--- src/rtl/accel_core_pkg.sv ---
// Shared types and constants for the accelerator write-back path.
//  writer_state_e : states of the stream-to-memory writer FSM
//  AXI_BURST_INCR : AxBURST encoding for incrementing bursts
//  AXI_RESP_OKAY  : xRESP encoding for a successful response
//  burst_len()    : beats in the next burst, i.e. min(remaining, max_burst)
package accel_core_pkg;

    typedef enum logic [2:0] {
        ST_IDLE,
        ST_AW,
        ST_W,
        ST_B,
        ST_DONE
    } writer_state_e;

    localparam logic [1:0] AXI_BURST_INCR = 2'b01;
    localparam logic [1:0] AXI_RESP_OKAY  = 2'b00;

    // Result fits in 9 bits because max_burst is at most 256.
    function automatic logic [8:0] burst_len(input logic [31:0] remaining,
                                             input logic [31:0] max_burst);
        if (remaining < max_burst) begin
            return 9'(remaining);
        end
        return 9'(max_burst);
    endfunction

endpackage

--- src/rtl/accel_stream_writer.sv ---
// Write-back DMA (S2MM): takes the postproc AXI-Stream and writes it to memory
// as AXI4 INCR bursts, one burst outstanding at a time.
// Ports:
//  clk, rst                    clock, async active-high reset
//  start/base_addr/len_beats   transfer request (pulse) with byte address and beat count
//  busy/done                   transfer in progress / one-cycle completion pulse
//  err/short_pkt               sticky: bad BRESP seen / TLAST before len_beats
//  beats_written               real stream beats accepted in current/last transfer
//  s_t*                        input AXI-Stream slave
//  m_aw*/m_w*/m_b*             AXI4 write-channel master
module accel_stream_writer
    import accel_core_pkg::*;
#(
    parameter int ADDR_WIDTH = 16,
    parameter int DATA_WIDTH = 32,
    parameter int LEN_WIDTH  = 16,
    parameter int MAX_BURST  = 16
) (
    input  logic                      clk,
    input  logic                      rst,
    input  logic                      start,
    input  logic [ADDR_WIDTH-1:0]     base_addr,
    input  logic [LEN_WIDTH-1:0]      len_beats,
    output logic                      busy,
    output logic                      done,
    output logic                      err,
    output logic                      short_pkt,
    output logic [LEN_WIDTH-1:0]      beats_written,
    input  logic [DATA_WIDTH-1:0]     s_tdata,
    input  logic                      s_tvalid,
    input  logic                      s_tlast,
    output logic                      s_tready,
    output logic [ADDR_WIDTH-1:0]     m_awaddr,
    output logic [7:0]                m_awlen,
    output logic [2:0]                m_awsize,
    output logic [1:0]                m_awburst,
    output logic                      m_awvalid,
    input  logic                      m_awready,
    output logic [DATA_WIDTH-1:0]     m_wdata,
    output logic [DATA_WIDTH/8-1:0]   m_wstrb,
    output logic                      m_wlast,
    output logic                      m_wvalid,
    input  logic                      m_wready,
    input  logic [1:0]                m_bresp,
    input  logic                      m_bvalid,
    output logic                      m_bready
);

    localparam int STRB_WIDTH  = DATA_WIDTH / 8;
    // Every burst except the last is full-length, so the address always
    // advances by one full burst.
    localparam int BURST_BYTES = MAX_BURST * STRB_WIDTH;

    writer_state_e           state_q, state_d;
    logic [ADDR_WIDTH-1:0]   addr_q, addr_d;
    logic [LEN_WIDTH-1:0]    remaining_q, remaining_d;
    logic [LEN_WIDTH-1:0]    beats_q, beats_d;
    logic [8:0]              burst_left_q, burst_left_d;
    logic                    pad_q, pad_d;
    logic                    short_q, short_d;
    logic                    err_q, err_d;
    logic [8:0]              cur_burst;
    logic                    w_fire;

    assign cur_burst = burst_len(32'(remaining_q), 32'(MAX_BURST));
    // Pad beats are always valid so a started burst can always be completed.
    assign w_fire    = (state_q == ST_W) && (pad_q || s_tvalid) && m_wready;

    assign m_awsize      = 3'($clog2(STRB_WIDTH));
    assign m_awburst     = AXI_BURST_INCR;
    assign err           = err_q;
    assign short_pkt     = short_q;
    assign beats_written = beats_q;

    // NOTE: sequential state uses non-blocking assignments so every register
    // samples the pre-edge values of the others.
    always_ff @(posedge clk or posedge rst) begin
        if (rst) begin
            state_q      <= ST_IDLE;
            addr_q       <= '0;
            remaining_q  <= '0;
            beats_q      <= '0;
            burst_left_q <= '0;
            pad_q        <= 1'b0;
            short_q      <= 1'b0;
            err_q        <= 1'b0;
        end else begin
            state_q      <= state_d;
            addr_q       <= addr_d;
            remaining_q  <= remaining_d;
            beats_q      <= beats_d;
            burst_left_q <= burst_left_d;
            pad_q        <= pad_d;
            short_q      <= short_d;
            err_q        <= err_d;
        end
    end

    always_comb begin
        // NOTE: every signal written here gets a default first; a missing
        // assignment on any path would otherwise infer a latch.
        state_d      = state_q;
        addr_d       = addr_q;
        remaining_d  = remaining_q;
        beats_d      = beats_q;
        burst_left_d = burst_left_q;
        pad_d        = pad_q;
        short_d      = short_q;
        err_d        = err_q;
        busy         = (state_q != ST_IDLE);
        done         = 1'b0;
        s_tready     = 1'b0;
        m_awvalid    = 1'b0;
        m_awaddr     = '0;
        m_awlen      = '0;
        m_wvalid     = 1'b0;
        m_wdata      = '0;
        m_wstrb      = '0;
        m_wlast      = 1'b0;
        m_bready     = 1'b0;

        case (state_q)
            ST_IDLE: begin
                if (start) begin
                    addr_d      = base_addr;
                    remaining_d = len_beats;
                    beats_d     = '0;
                    pad_d       = 1'b0;
                    short_d     = 1'b0;
                    err_d       = 1'b0;
                    state_d     = (len_beats == '0) ? ST_DONE : ST_AW;
                end
            end

            ST_AW: begin
                m_awvalid = 1'b1;
                m_awaddr  = addr_q;
                m_awlen   = 8'(cur_burst - 9'd1);
                if (m_awready) begin
                    burst_left_d = cur_burst;
                    state_d      = ST_W;
                end
            end

            ST_W: begin
                m_wvalid = pad_q || s_tvalid;
                m_wdata  = pad_q ? '0 : s_tdata;
                m_wstrb  = pad_q ? '0 : '1;
                m_wlast  = (burst_left_q == 9'd1);
                s_tready = m_wready && !pad_q;
                if (w_fire) begin
                    burst_left_d = burst_left_q - 9'd1;
                    if (!pad_q) begin
                        beats_d     = beats_q + LEN_WIDTH'(1);
                        remaining_d = remaining_q - LEN_WIDTH'(1);
                        // TLAST on the final expected beat is normal termination.
                        if (s_tlast && (remaining_q > LEN_WIDTH'(1))) begin
                            short_d = 1'b1;
                            pad_d   = 1'b1;
                        end
                    end
                    if (burst_left_q == 9'd1) begin
                        pad_d   = 1'b0;
                        state_d = ST_B;
                    end
                end
            end

            ST_B: begin
                m_bready = 1'b1;
                if (m_bvalid) begin
                    // An error response is recorded but the transfer carries on.
                    if (m_bresp != AXI_RESP_OKAY) begin
                        err_d = 1'b1;
                    end
                    if ((remaining_q != '0) && !short_q) begin
                        addr_d  = addr_q + ADDR_WIDTH'(BURST_BYTES);
                        state_d = ST_AW;
                    end else begin
                        state_d = ST_DONE;
                    end
                end
            end

            ST_DONE: begin
                done    = 1'b1;
                state_d = ST_IDLE;
            end

            default: state_d = ST_IDLE;
        endcase
    end

endmodule

--- config.mk ---
export PLATFORM = sky130hd
export DESIGN_NAME = accel_stream_writer
export DESIGN_NICKNAME = d
export VERILOG_FILES = /design/src/rtl/accel_core_pkg.sv /design/src/rtl/accel_stream_writer.sv
export SDC_FILE = /design/constraint.sdc
export NUM_CORES = 1
export LEC_CHECK = 0
export CELL_PAD_IN_SITES_DETAIL_PLACEMENT = 2
export CELL_PAD_IN_SITES_GLOBAL_PLACEMENT = 2
export CORE_MARGIN = 2
export CORE_UTILIZATION = 27
export DETAILED_ROUTE_END_ITERATION = 8
export GPL_ROUTABILITY_DRIVEN = 1
export PLACE_DENSITY = 0.95
export REMOVE_ABC_BUFFERS = 1
export SLEW_MARGIN = 10
export SYNTH_ARGS = -nofsm -noshare
export SYNTH_HDL_FRONTEND = slang
export SYNTH_SLANG_ARGS = --single-unit
--- constraint.sdc ---
create_clock -name clk -period 6.2 [get_ports clk]
set_clock_uncertainty 0.2 [all_clocks]
set_input_delay 0.93 -clock clk [delete_from_list [all_inputs] [get_ports clk]]
set_output_delay 0.93 -clock clk [all_outputs]
set_load 0.005 [all_outputs]
[After elaboration in Yosys (flattened, before gate mapping)]
Cells that the tools add are included.
Storage, ports and cells
  register bits: 63
  input bits: 74
  output and inout bits: 90
  logic and storage cells: 103
Cells by class
  add/subtract/negate cells: 5
  order comparisons: 2
  equal/unequal tests: 14
  mux-type cells: 51
  reduce and logical (&&, ||, !) cells: 23
Operators with widths (number)
  16-bit 2-to-1 mux: 10
  16-bit one-hot mux with 2 select lines: 3
  32-bit 2-to-1 mux: 2
  9-bit 2-to-1 mux: 4
  3-bit 2-to-1 mux: 7
  9-bit one-hot mux with 2 select lines: 1
  1-bit 2-to-1 mux: 17
  16-bit by 1-bit adder with 16-bit output (second input constant): 1
  16-bit by 7-bit adder with 16-bit output (second input constant): 1
  16-bit by 1-bit greater-than comparator with 1-bit output (second input constant): 1
  16-bit logical NOT: 1
  16-bit by 5-bit < comparator with 1-bit output (second input constant): 1
  16-bit nonzero test: 1
  16-bit by 1-bit subtractor with 16-bit output (second input constant): 1
  2-bit inequality test (second input constant): 7
  3-bit one-hot mux with 4 select lines: 1
  4-bit AND reduction: 3
  5-bit AND reduction: 2
  9-bit by 1-bit == test with 1-bit output (second input constant): 1
  9-bit by 1-bit subtractor with 9-bit output (second input constant): 1
  4-bit 2-to-1 mux: 2
  8-bit 2-to-1 mux: 1
  2-bit nonzero test: 4
  8-bit by 1-bit subtractor with 8-bit output (second input constant): 1
  other kinds (11): 21

[Logic depth before layout (Yosys ltp)]
Gate-level depths: netlist of the first run.
  depth in word-level cells: 7
  gate-level depth with buffers: 9
  depth with buffers taken out: 6

[Worst setup path before layout of the first run]
OpenSTA, ideal clock, no wires.
  kind: register to output
  from: register remaining_q[6]
  to: output m_awlen[2]
  data arrival time: 2156 ps
  path slack: 2914 ps
  cell stages (with the launch flop): 9
  path buffers: 2
  cells stage by stage: dfrtp_1 -> buf_2 -> nor4_4 -> and4_1 -> buf_2 -> nand2_1 -> ha_1 -> or3_1 -> a21oi_1
Between the ends
  cells in the longest elaborated chain, start to end: 5
Ends and longest elaborated chain
  start: declaration: RTL line accel_stream_writer.sv:56  | logic [LEN_WIDTH-1:0] remaining_q, remaining_d;
  start signal: assignment: RTL line accel_stream_writer.sv:90  | remaining_q <= remaining_d;
  16-bit by 5-bit < comparator with 1-bit output: RTL line accel_core_pkg.sv:22  | if (remaining < max_burst) begin
  1-bit 2-to-1 mux: RTL line accel_core_pkg.sv:22
  9-bit 2-to-1 mux: RTL line accel_core_pkg.sv:25  | return 9'(max_burst);
  8-bit by 1-bit subtractor with 8-bit output: RTL line accel_stream_writer.sv:138  | m_awlen = 8'(cur_burst - 9'd1);
  8-bit 2-to-1 mux: RTL line accel_stream_writer.sv:122  | case (state_q)
  end: declaration: RTL line accel_stream_writer.sv:34  | output logic [7:0] m_awlen,
Every way passes these cells.

[Worst setup path in the final report of the first run]
  from: register state_q[1]
  to: output m_wdata[20]
Between the ends
  cells in the longest elaborated chain, start to end: 2
Ends and longest elaborated chain
  start: declaration: RTL line accel_stream_writer.sv:54  | writer_state_e state_q, state_d;
  start signal: assignment: RTL line accel_stream_writer.sv:88  | state_q <= state_d;
  3-bit by 2-bit == test with 1-bit output: RTL line accel_stream_writer.sv:122
  32-bit 2-to-1 mux: RTL line accel_stream_writer.sv:122
  end: declaration: RTL line accel_stream_writer.sv:39  | output logic [DATA_WIDTH-1:0] m_wdata,
Every way passes these cells.

==> run_results.csv, run 1 <==
group,metric,value,unit
outcome,status,"complete, no violations",
synthesis,synth_top_area_frac,0.357,
synthesis,synth-edff-count,0,
route,wl_per_cell,21.1,um
clock_network,cts_tree,"built",
synthesis,synth-warning-count,0,
route,drc_errors,0,
setup_path,required,5.07,ns
sta,fmax,0.218,GHz
floorplan,die_h,132,um
synthesis,synth_top_area_cell,"dfrtp_1",
placement,gp_congestion,0.834,
sta,worstMarginPinSlew,1.05,ns
global_routing,first_global_vias,5275,
sta,hold_viol_final,0,
setup_path,crit_path_cell_trace,"or3b_1 -> buf_4 -> nor2_2 -> and2_1 -> clkdlybuf4s50_1",
synthesis,synthMuxAreaShare,0.0258,
synthesis,synth_xor_area_frac,0.00595,
setup_path,crit_fanout,38,
synthesis,async_reset_ff_frac,1.00,
synthesis,ys_top_cells_by_area,"dfrtp_1 36%, and2_1 7.1%, nand2_1 4.9%, o21ai_0 4.8%, a21oi_1 2.9%",
sta,finalSetupViolCount,0,
placement,dp.cells,868,
global_routing,antenna_found_initial,0,
synthesis,synth_cell_types,69,
floorplan,ios,164,
cells_and_area,drive_above_1_share,0.0584,
clock_network,h-tree-depth,3,
clock_network,cts.sinks,63,
min_path,hp-class,"reg2reg",
global_routing,track_usage,0.216,
sta,finalSetupTns,0,ns
placement,io_buffer_count,158,
setup_path,crit_buf_inv,2,
cells_and_area,final_nets,744,
setup_path,start_kind,"flip-flop",
setup_path,path_class,"reg2out",
setup_path,worst_path_max_delay_cell,"nor2_2",
clock_network,postCtsSetupBuffers,0,
pwr,p_leak,2.47,nW
sta,period_minus_slack,4.58,ns
global_routing,grt_max_degree,64,
clock_network,cts_max_path_buffers,2,
setup_path,reg2reg_slack,3.25,ns
route,drt_iter0_markers,190,
synthesis,synth_compound_area_frac,0.206,
floorplan,die_w,132,um
clock_network,cts_hold_buf,0,
setup_path,critical_path_arrival,3.45,ns
pwr,ir_drop,0.171,mV
placement,postPlaceCellArea,0.00608,mm^2
route,viasPerCell,5.38,
flow_run,max-cap-violations,0,
setup_path,startpoint,"state_q[1]",
setup_path,cp.depth,5,
synthesis,ys_ff_latch,63,
pwr,p_per_area,419,mW/mm^2
setup_path,worstReg2RegEnd,"burst_left_q[6]",
floorplan,dieArea,0.0174,mm^2
setup_path,ff2ff_path_depth,5,
setup_path,max_stage_delay,0.84,ns
route,routed_wirelength,18.7,mm
clock_network,cts_buffers,9,
clock_network,clk_pin_slew,0.06,ns
clock_network,clk-insertion-delay-late,0.34,ns
synthesis,synth_top_family_by_area,"simple AND/OR/NAND/NOR gates",
synthesis,seq_area_frac_synth,0.357,
route,antenna_left,0,
synthesis,synth_area_per_cell,8.33,um^2
setup_path,cpLargestDelayFamily,"simple AND/OR/NAND/NOR gates",
floorplan,rows,46,
cells_and_area,n_antenna_cell,0,
setup_path,end_kind,"output pin",
floorplan,coreArea,0.0159,mm^2
synthesis,yosys.area_share.adder,0.0198,
clock_network,cts_root_buffer,"clkbuf_16",
cells_and_area,final_cells,884,
synthesis,synthFlopType,"dfrtp_1",
synthesis,synth-simple-area-share,0.320,
floorplan,start_util,0.277,
sta,fin_crit_sh,0.739,
placement,dpl.hpwl,13.7,mm
synthesis,syn_inst,530,
sta,slew_viol_final,0,
sta,rsz0062_at_grt,"no",
setup_path,r2r-start,"state_q[1]",
route,first_pass_iters,4,
route,vias,4759,
cells_and_area,synthToLayoutAreaGrowth,44.7,%
global_routing,gr-total-overflow,0,
cells_and_area,fin_area,0.00638,mm^2
synthesis,syn_area,0.00441,mm^2
setup_path,crit_end,"m_wdata[20]",
sta,relSlewSlack,0.300,
global_routing,grt_pass1_wl,29.9,mm
clock_network,post_cts_resized,0,
layer usage:
layer	part of all wire	global-route usage	vias up
met4	0.018	0.0713	0
met1	0.41	0.256	2445
met3	0.032	0.0292	26
li1	-	-	2193
met5	0	0	-
met2	0.54	0.401	95
worst reg2reg max path: cells and delay by family (launching register included):
kind | cells | cell delay [ns]
AND/OR/NAND/NOR | 3 | 0.64
buffers and inverters | 1 | 0.34
multiplexers | 1 | 0.86
flip-flops | 1 | 0.78
sequential cells by signal, summed over array words and instances (netlist names):
signal and flops:
addr_q 16, beats_written 16, remaining_q 16, burst_left_q 9, state_q 3, err 1, pad_q 1, short_pkt 1
power by group:
part | switching [W] | total (W) | internal [W]
combinational | 0.000728 | 0.00136 | 0.000631
sequential | 0.000234 | 0.000795 | 0.000561
clock | 0.000202 | 0.000521 | 0.000320
total | 0.00116 | 0.00268 | 0.00151
cell usage in the layout (no fill, tap or decap), types with 6 or more instances in the layout:
cell / synthesis / final
ha_1: 7 / 7
or3_1: 8 / 8
nand4_1: 12 / 12
or4_1: 7 / 7
a22oi_1: 7 / 7
clkbuf_16: 0 / 9
clkdlybuf4s50_1: 0 / 158
o22ai_1: 6 / 6
dfrtp_1: 63 / 63
o21ai_0: 42 / 42
nor3_1: 12 / 12
inv_1: 13 / 12
mux2i_1: 8 / 8
nand2_1: 58 / 58
nor2_1: 28 / 28
nor4_1: 12 / 12
nand3_1: 19 / 19
o211ai_1: 6 / 6
a21oi_1: 26 / 26
and2_1: 50 / 50
a2bb2oi_1: 7 / 7
and4_1: 6 / 6
o31ai_1: 6 / 6
per-stage QoR:
stage | total power, W | hold WS (ns) | util | setup WS, ns
floorplan | 0.00146 | 0.237 | - | 2.74
global placement | 0.00202 | 0.255 | 0.382 | 2.18
detailed placement | 0.00214 | 0.266 | 0.382 | 1.98
CTS | 0.00269 | 0.280 | 0.400 | 1.58
global route | 0.00286 | 0.321 | 0.400 | 1.36
finish | 0.00268 | 0.273 | 0.400 | 1.62
cells in the mapped netlist, types with 8 or more instances:
cell type	n
and2_1	50
nor2_1	28
dfrtp_1	63
nand2_1	58
clkbuf_1	21
nand4_1	12
a21oi_1	26
nor3_1	12
buf_4	12
or3_1	8
o21ai_0	42
mux2i_1	8
nor4_1	12
nand3_1	19
inv_1	13
buf_2	9
kinds of logic after synthesis:
logic type / count (synthesis)
and+or+nand+nor: 248
AOI/OAI and AO/OA: 138
DFF: 63
buffers and inverters: 58
muxes: 11
adders and majority gates: 7
xor gates and xnor gates: 3
other: 2
layout make-up:
type / count / area [um^2]
Timing Repair Buffer: 163 / 1620
Inverter: 14 / 52.6
Clock buffer: 10 / 239
Sequential cell: 63 / 1580
Multi-Input combinational cell: 412 / 2570
Clock inverter: 6 / 60.1
Tap cell: 216 / 270
Fill cell: 1770 / 9560
worst min path at each step:
stage	to	startpoint	cells past startpoint	slack (ns)
global placement	addr_q[4]	addr_q[4]	2	0.26
global route	addr_q[2]	addr_q[2]	2	0.32
CTS	addr_q[3]	addr_q[3]	2	0.28
detailed placement	addr_q[3]	addr_q[3]	2	0.27
finish	addr_q[2]	addr_q[2]	2	0.27
floorplan	addr_q[0]	addr_q[0]	2	0.24
Power figures use the tool's default switching activity.
==> run 2, diff against run 1 <==
--- a/config.mk
+++ b/config.mk
@@ -8,10 +8,10 @@
 export CELL_PAD_IN_SITES_DETAIL_PLACEMENT = 2
 export CELL_PAD_IN_SITES_GLOBAL_PLACEMENT = 2
 export CORE_MARGIN = 2
-export CORE_UTILIZATION = 27
+export CORE_UTILIZATION = 23
 export DETAILED_ROUTE_END_ITERATION = 8
 export GPL_ROUTABILITY_DRIVEN = 1
-export PLACE_DENSITY = 0.95
+export PLACE_DENSITY = 0.88
 export REMOVE_ABC_BUFFERS = 1
 export SLEW_MARGIN = 10
 export SYNTH_ARGS = -nofsm -noshare
==> constraint.sdc (replaced) <==
create_clock -name clk -period 4.1 [get_ports clk]
set_clock_uncertainty 0.2 [all_clocks]
set_input_delay 0.615 -clock clk [delete_from_list [all_inputs] [get_ports clk]]
set_output_delay 0.615 -clock clk [all_outputs]
set_load 0.005 [all_outputs]
==> run 2 against run 1 <==
Total power grew 51%. Largest cell class unchanged. Core utilization shrank 5.7 points. Register-to-register slack lost 2.1 ns. Critical path type unchanged. Clock-buffer cell count grew 2. Sequential share of layout area shrank 0.26 points.
==> run_results.csv, run 2 (synthesis results as in run 1) <==
group,metric,value,unit
pwr,ir_drop,0.259,mV
flow_run,max-cap-violations,0,
placement,dpl.hpwl,13.0,mm
global_routing,grt_pass1_wl,28.7,mm
placement,postPlaceCellArea,0.00615,mm^2
pwr,internal_power,0.00233,W
setup_path,max_stage_delay,0.55,ns
global_routing,track_usage,0.181,
pwr,switching_share,0.424,
sta,fmax,0.258,GHz
cells_and_area,synthToLayoutAreaGrowth,46.2,%
pwr,p_per_area,626,mW/mm^2
sta,hold-worst-slack,0.274,ns
sta,finalSetupTns,0,ns
placement,place_ws,0.624,ns
setup_path,crit_buf_inv,1,
route,wl_per_cell,19.7,um
outcome,status,"complete, no violations",
clock_network,cts_root_buffer,"clkbuf_16",
sta,relSlewSlack,0.218,
setup_path,start_kind,"flip-flop",
cells_and_area,final_util,0.344,
clock_network,clk_pin_slew,0.06,ns
setup_path,worst_path_max_delay_cell,"clkdlybuf4s50_1",
clock_network,cts_hold_buf,0,
clock_network,cts.sinks,63,
route,routed_wirelength,17.9,mm
global_routing,gr-total-overflow,0,
global_routing,first_global_vias,5060,
global_routing,antenna_found_initial,0,
cells_and_area,final_common_cell,"clkdlybuf4s50_1",
sta,period_minus_slack,3.87,ns
route,drc_errors,0,
sta,worstMarginPinSlew,1.17,ns
clock_network,cts_buffers,9,
placement,io_buffer_count,158,
floorplan,coreArea,0.0188,mm^2
sta,hold_viol_final,0,
floorplan,dieArea,0.0203,mm^2
route,drt_iter0_markers,189,
route,wl_met1,7.90,mm
cells_and_area,n_antenna_cell,0,
clock_network,h-tree-depth,3,
floorplan,ios,164,
cells_and_area,mostFrequentLayoutCells,"158 x clkdlybuf4s50_1, 63 x dfrtp_1, 58 x nand2_1",
setup_path,cpLargestDelayFamily,"simple AND/OR/NAND/NOR gates",
pwr,p_clk_frac,0.199,
route,met3_length,618,um
cells_and_area,drive_above_1_share,0.0639,
cells_and_area,final_nets,750,
route,antenna_left,0,
floorplan,rows,50,
sta,fin_ws,0.231,ns
pwr,p_seq_frac,0.295,
route,met2_length,9.06,mm
floorplan,die_h,143,um
sta,fin_crit_sh,0.944,
setup_path,critical_path_arrival,3.05,ns
setup_path,end_kind,"output pin",
sta,slew_viol_final,0,
setup_path,crit_fanout,7,
route,vias,4701,
floorplan,start_util,0.235,
clock_network,clk-insertion-delay-late,0.35,ns
pwr,switchingPower,0.00171,W
clock_network,postCtsSetupBuffers,0,
floorplan,die_w,143,um
min_path,hp-class,"reg2reg",
pwr,power_frac_comb,0.506,
route,top_layer,"met4",
placement,gp_congestion,0.797,
setup_path,path_class,"reg2out",
setup_path,required,3.28,ns
pwr,p_leak,2.51,nW
sta,finalSetupViolCount,0,
route,viasPerCell,5.18,
clock_network,cts_tree,"built",
global_routing,grt_max_degree,39,
clock_network,post_cts_resized,0,
sta,rsz0062_at_grt,"no",
cells_and_area,fin_area,0.00645,mm^2
setup_path,crit_path_cell_trace,"nor3_1 -> and4_1 -> nand2_1 -> ha_1 -> or3_1 -> a21oi_1 -> clkdlybuf4s50_1",
route,first_pass_iters,4,
clock_network,cts_max_path_buffers,2,
run 2: cell count changes in the layout (fill, tap and decap cells not counted):
cell	delta
buf_4	+6
clkbuf_8	+1
clkinv_2	-2
clkbuf_1	+1
clkinvlp_4	-1
run 2: metal layers:
layer | track usage | vias up
li1 | - | 2207
met1 | 0.225 | 2383
met2 | 0.316 | 88
met3 | 0.0353 | 23
met4 | 0.0516 | 0
met5 | 0 | -
run 2: worst register-to-register path: stages, from the launching register on:
cell and delay [ns]:
dfrtp_1 0.48, inv_1 0.17, ha_1 0.29, nor3b_1 0.97, and3_1 0.42, a32oi_1 0.13
o21ai_0 0.17
run 2: final timing paths:
path,startpoint,end,slack (ns),cells after the start
min reg2reg,addr_q[5],addr_q[5],0.27,2
max,remaining_q[4],m_awlen[2],0.23,7
max reg2reg,remaining_q[0],remaining_q[12],1.18,6
min,addr_q[5],addr_q[5],0.27,2
min in group asynchronous,rst,remaining_q[7],0.41,2
max in group asynchronous,rst,addr_q[14],2.56,3
run 2: cell type report:
class / instances / area, um^2
fill: 2121 / 12300
multi-input combinational: 412 / 2570
timing repair buffer: 169 / 1660
sequential: 63 / 1580
tap: 234 / 293
clock buffer: 12 / 256
inverter: 14 / 52.6
clock inverter: 3 / 42.5
run 2: through the flow:
step / instances / total power, W
3_5_place_dp: 892 / 0.00324
2_1_floorplan: 489 / 0.00221
6_report: 907 / 0.00404
5_1_grt: 907 / 0.00434
3_3_place_gp: 892 / 0.00316
4_1_cts: 907 / 0.00409
run 2: power by group through the flow:
stage | combinational, W | sequential (W) | clock (W)
2_1_floorplan | 0.00113 | 0.00108 | 0
3_3_place_gp | 0.00198 | 0.00117 | 0
3_5_place_dp | 0.00205 | 0.00120 | 0
4_1_cts | 0.00207 | 0.00119 | 0.000823
5_1_grt | 0.00225 | 0.00125 | 0.000843
6_report | 0.00204 | 0.00119 | 0.000804
==> run 3, diff against run 2 <==
==> constraint.sdc (replaced) <==
create_clock -name clk -period 4.1 [get_ports clk]
set_clock_uncertainty 0.2 [all_clocks]
set_input_delay 0.615 -clock clk [delete_from_list [all_inputs] [get_ports clk]]
set_output_delay 0.615 -clock clk [all_outputs]
set_load 0.02 [all_outputs]
==> run 3 against run 2 <==
Design area decreased by 0.17%. Register-to-register slack about the same. Non-clock buffer count increased by 2. Core utilization decreased by 0.060 points. Combinational power increased by 14%. Critical path depth decreased by 2. Die area unchanged. Sequential share of layout area about the same. Cell count increased by 0.22%. Worst setup slack improved by 0.16 ns. Largest power group unchanged.
==> run_results.csv, run 3 (synthesis results as in run 1) <==
group,metric,value,unit
pwr,p_leak,2.52,nW
setup_path,start_kind,"flip-flop",
route,viasPerCell,5.11,
pwr,internal_power,0.00226,W
setup_path,critical_path_arrival,2.89,ns
floorplan,die_h,143,um
sta,finalSetupViolCount,0,
route,first_pass_iters,4,
placement,gp_congestion,0.802,
route,drt_iter0_markers,213,
setup_path,end_kind,"output pin",
placement,dpl.hpwl,13.2,mm
cells_and_area,final_nets,752,
setup_path,max_stage_delay,0.74,ns
pwr,p_per_area,653,mW/mm^2
clock_network,clk_pin_slew,0.05,ns
clock_network,clk-insertion-delay-late,0.35,ns
placement,io_buffer_count,158,
clock_network,cts_root_buffer,"clkbuf_16",
setup_path,crit_path_cell_trace,"or3b_1 -> nor2_2 -> buf_4 -> and2_1 -> clkdlybuf4s50_1",
setup_path,worst_path_max_delay_cell,"dfrtp_1",
pwr,switchingPower,0.00195,W
sta,fin_crit_sh,0.904,
global_routing,grt_max_degree,39,
route,vias,4642,
floorplan,die_w,143,um
sta,rsz0062_at_grt,"no",
sta,worstMarginPinSlew,1.03,ns
sta,period_minus_slack,3.71,ns
global_routing,track_usage,0.180,
sta,hold-worst-slack,0.264,ns
pwr,p_total,0.00420,W
cells_and_area,drive_above_1_share,0.0681,
floorplan,rows,50,
cells_and_area,n_antenna_cell,0,
outcome,status,"complete, no violations",
sta,slew_viol_final,0,
clock_network,cts_max_path_buffers,2,
cells_and_area,final_common_cell,"clkdlybuf4s50_1",
route,wl_per_cell,19.7,um
cells_and_area,mostFrequentLayoutCells,"157 x clkdlybuf4s50_1, 63 x dfrtp_1, 58 x nand2_1",
route,drc_errors,0,
cells_and_area,regArea,0.00158,mm^2
pwr,power_frac_comb,0.552,
floorplan,ios,164,
sta,finalSetupTns,0,ns
pwr,ir_drop,0.216,mV
clock_network,cts.sinks,63,
floorplan,start_util,0.235,
sta,relSlewSlack,0.295,
route,antenna_left,0,
setup_path,path_class,"reg2out",
setup_path,crit_fanout,38,
route,routed_wirelength,17.9,mm
clock_network,h-tree-depth,3,
setup_path,required,3.28,ns
pwr,p_clk_frac,0.170,
floorplan,coreArea,0.0188,mm^2
global_routing,first_global_vias,4889,
pwr,switching_share,0.463,
flow_run,max-cap-violations,0,
pwr,p_seq_frac,0.279,
clock_network,cts_hold_buf,0,
global_routing,gr-total-overflow,0,
floorplan,dieArea,0.0203,mm^2
cells_and_area,synthToLayoutAreaGrowth,45.9,%
global_routing,grt_pass1_wl,28.7,mm
sta,fmax,0.270,GHz
clock_network,cts_buffers,9,
cells_and_area,n_fill_cell,2145,
min_path,hp-class,"reg2reg",
cells_and_area,multiInputGateArea,0.00257,mm^2
global_routing,antenna_found_initial,0,
clock_network,cts_tree,"built",
sta,hold_viol_final,0,
[run 3: cell types whose count changed in the layout (fill, tap and decap cells not counted), sizes merged]
cell,before,now
dlymetal6s2s,0,1
clkdlybuf4s50,158,157
bufinv,1,0
clkbuf,12,11
buf,11,13
clkinv,1,3
[run 3: path summary, 6_finish.rpt]
kind                            start         endpoint  slack, ns  cells past startpoint
max                        state_q[1]      m_wdata[17]       0.39                      5
min                         addr_q[5]        addr_q[5]       0.26                      2
max reg2reg                state_q[1]  burst_left_q[7]       1.18                      5
min reg2reg                 addr_q[5]        addr_q[5]       0.26                      2
max in group asynchronous         rst       addr_q[14]       2.58                      3
min in group asynchronous         rst        addr_q[3]       0.40                      2
[run 3: per-layer routing]
| layer | vias up | global-route usage | wire length, um |
|---|---|---|---|
| met4 | 0 | 0.0433 | 214 |
| met3 | 13 | 0.0347 | 671 |
| met5 | - | 0 | 0 |
| met2 | 80 | 0.314 | 9180 |
| met1 | 2338 | 0.230 | 7880 |
| li1 | 2211 | - | - |
[run 3: layout make-up]
cell class,count,area share
Clock buffer,11,0.0377
Clock inverter,4,0.00350
Inverter,14,0.00816
Multi-Input combinational cell,412,0.399
Sequential cell,63,0.245
Tap cell,234,0.0455
Timing Repair Buffer,171,0.261
[run 3: power groups by stage]
stage,registers (W),clock network (W),logic [W]
2_1_floorplan,0.00110,0,0.00135
3_3_place_gp,0.00115,0,0.00225
3_5_place_dp,0.00117,0,0.00232
4_1_cts,0.00117,0.000736,0.00235
5_1_grt,0.00122,0.000756,0.00254
6_report,0.00117,0.000714,0.00232
[run 3: critical path: cells and delay by family, from the launching register on]
family | cells | cell delay, ns
and+or+nand+nor | 3 | 0.87
DFF | 1 | 0.74
buffers and inverters | 2 | 0.93
[run 3: per-stage QoR]
step | worst slack, ns | cells | util | cell area (um^2)
floorplan | 0.384 | 489 | - | 4200
global placement | 0.598 | 894 | 0.329 | 6170
CTS | 0.0698 | 909 | 0.343 | 6430
detailed placement | 0.452 | 894 | 0.329 | 6170
global route | 0.191 | 909 | 0.343 | 6440
finish | 0.393 | 909 | 0.343 | 6440
[run 3: what timing repair did]
item	CTS	global route
endpoints found under the setup margin	0	1
buffers inserted	0	0
gates resized for setup	0	2
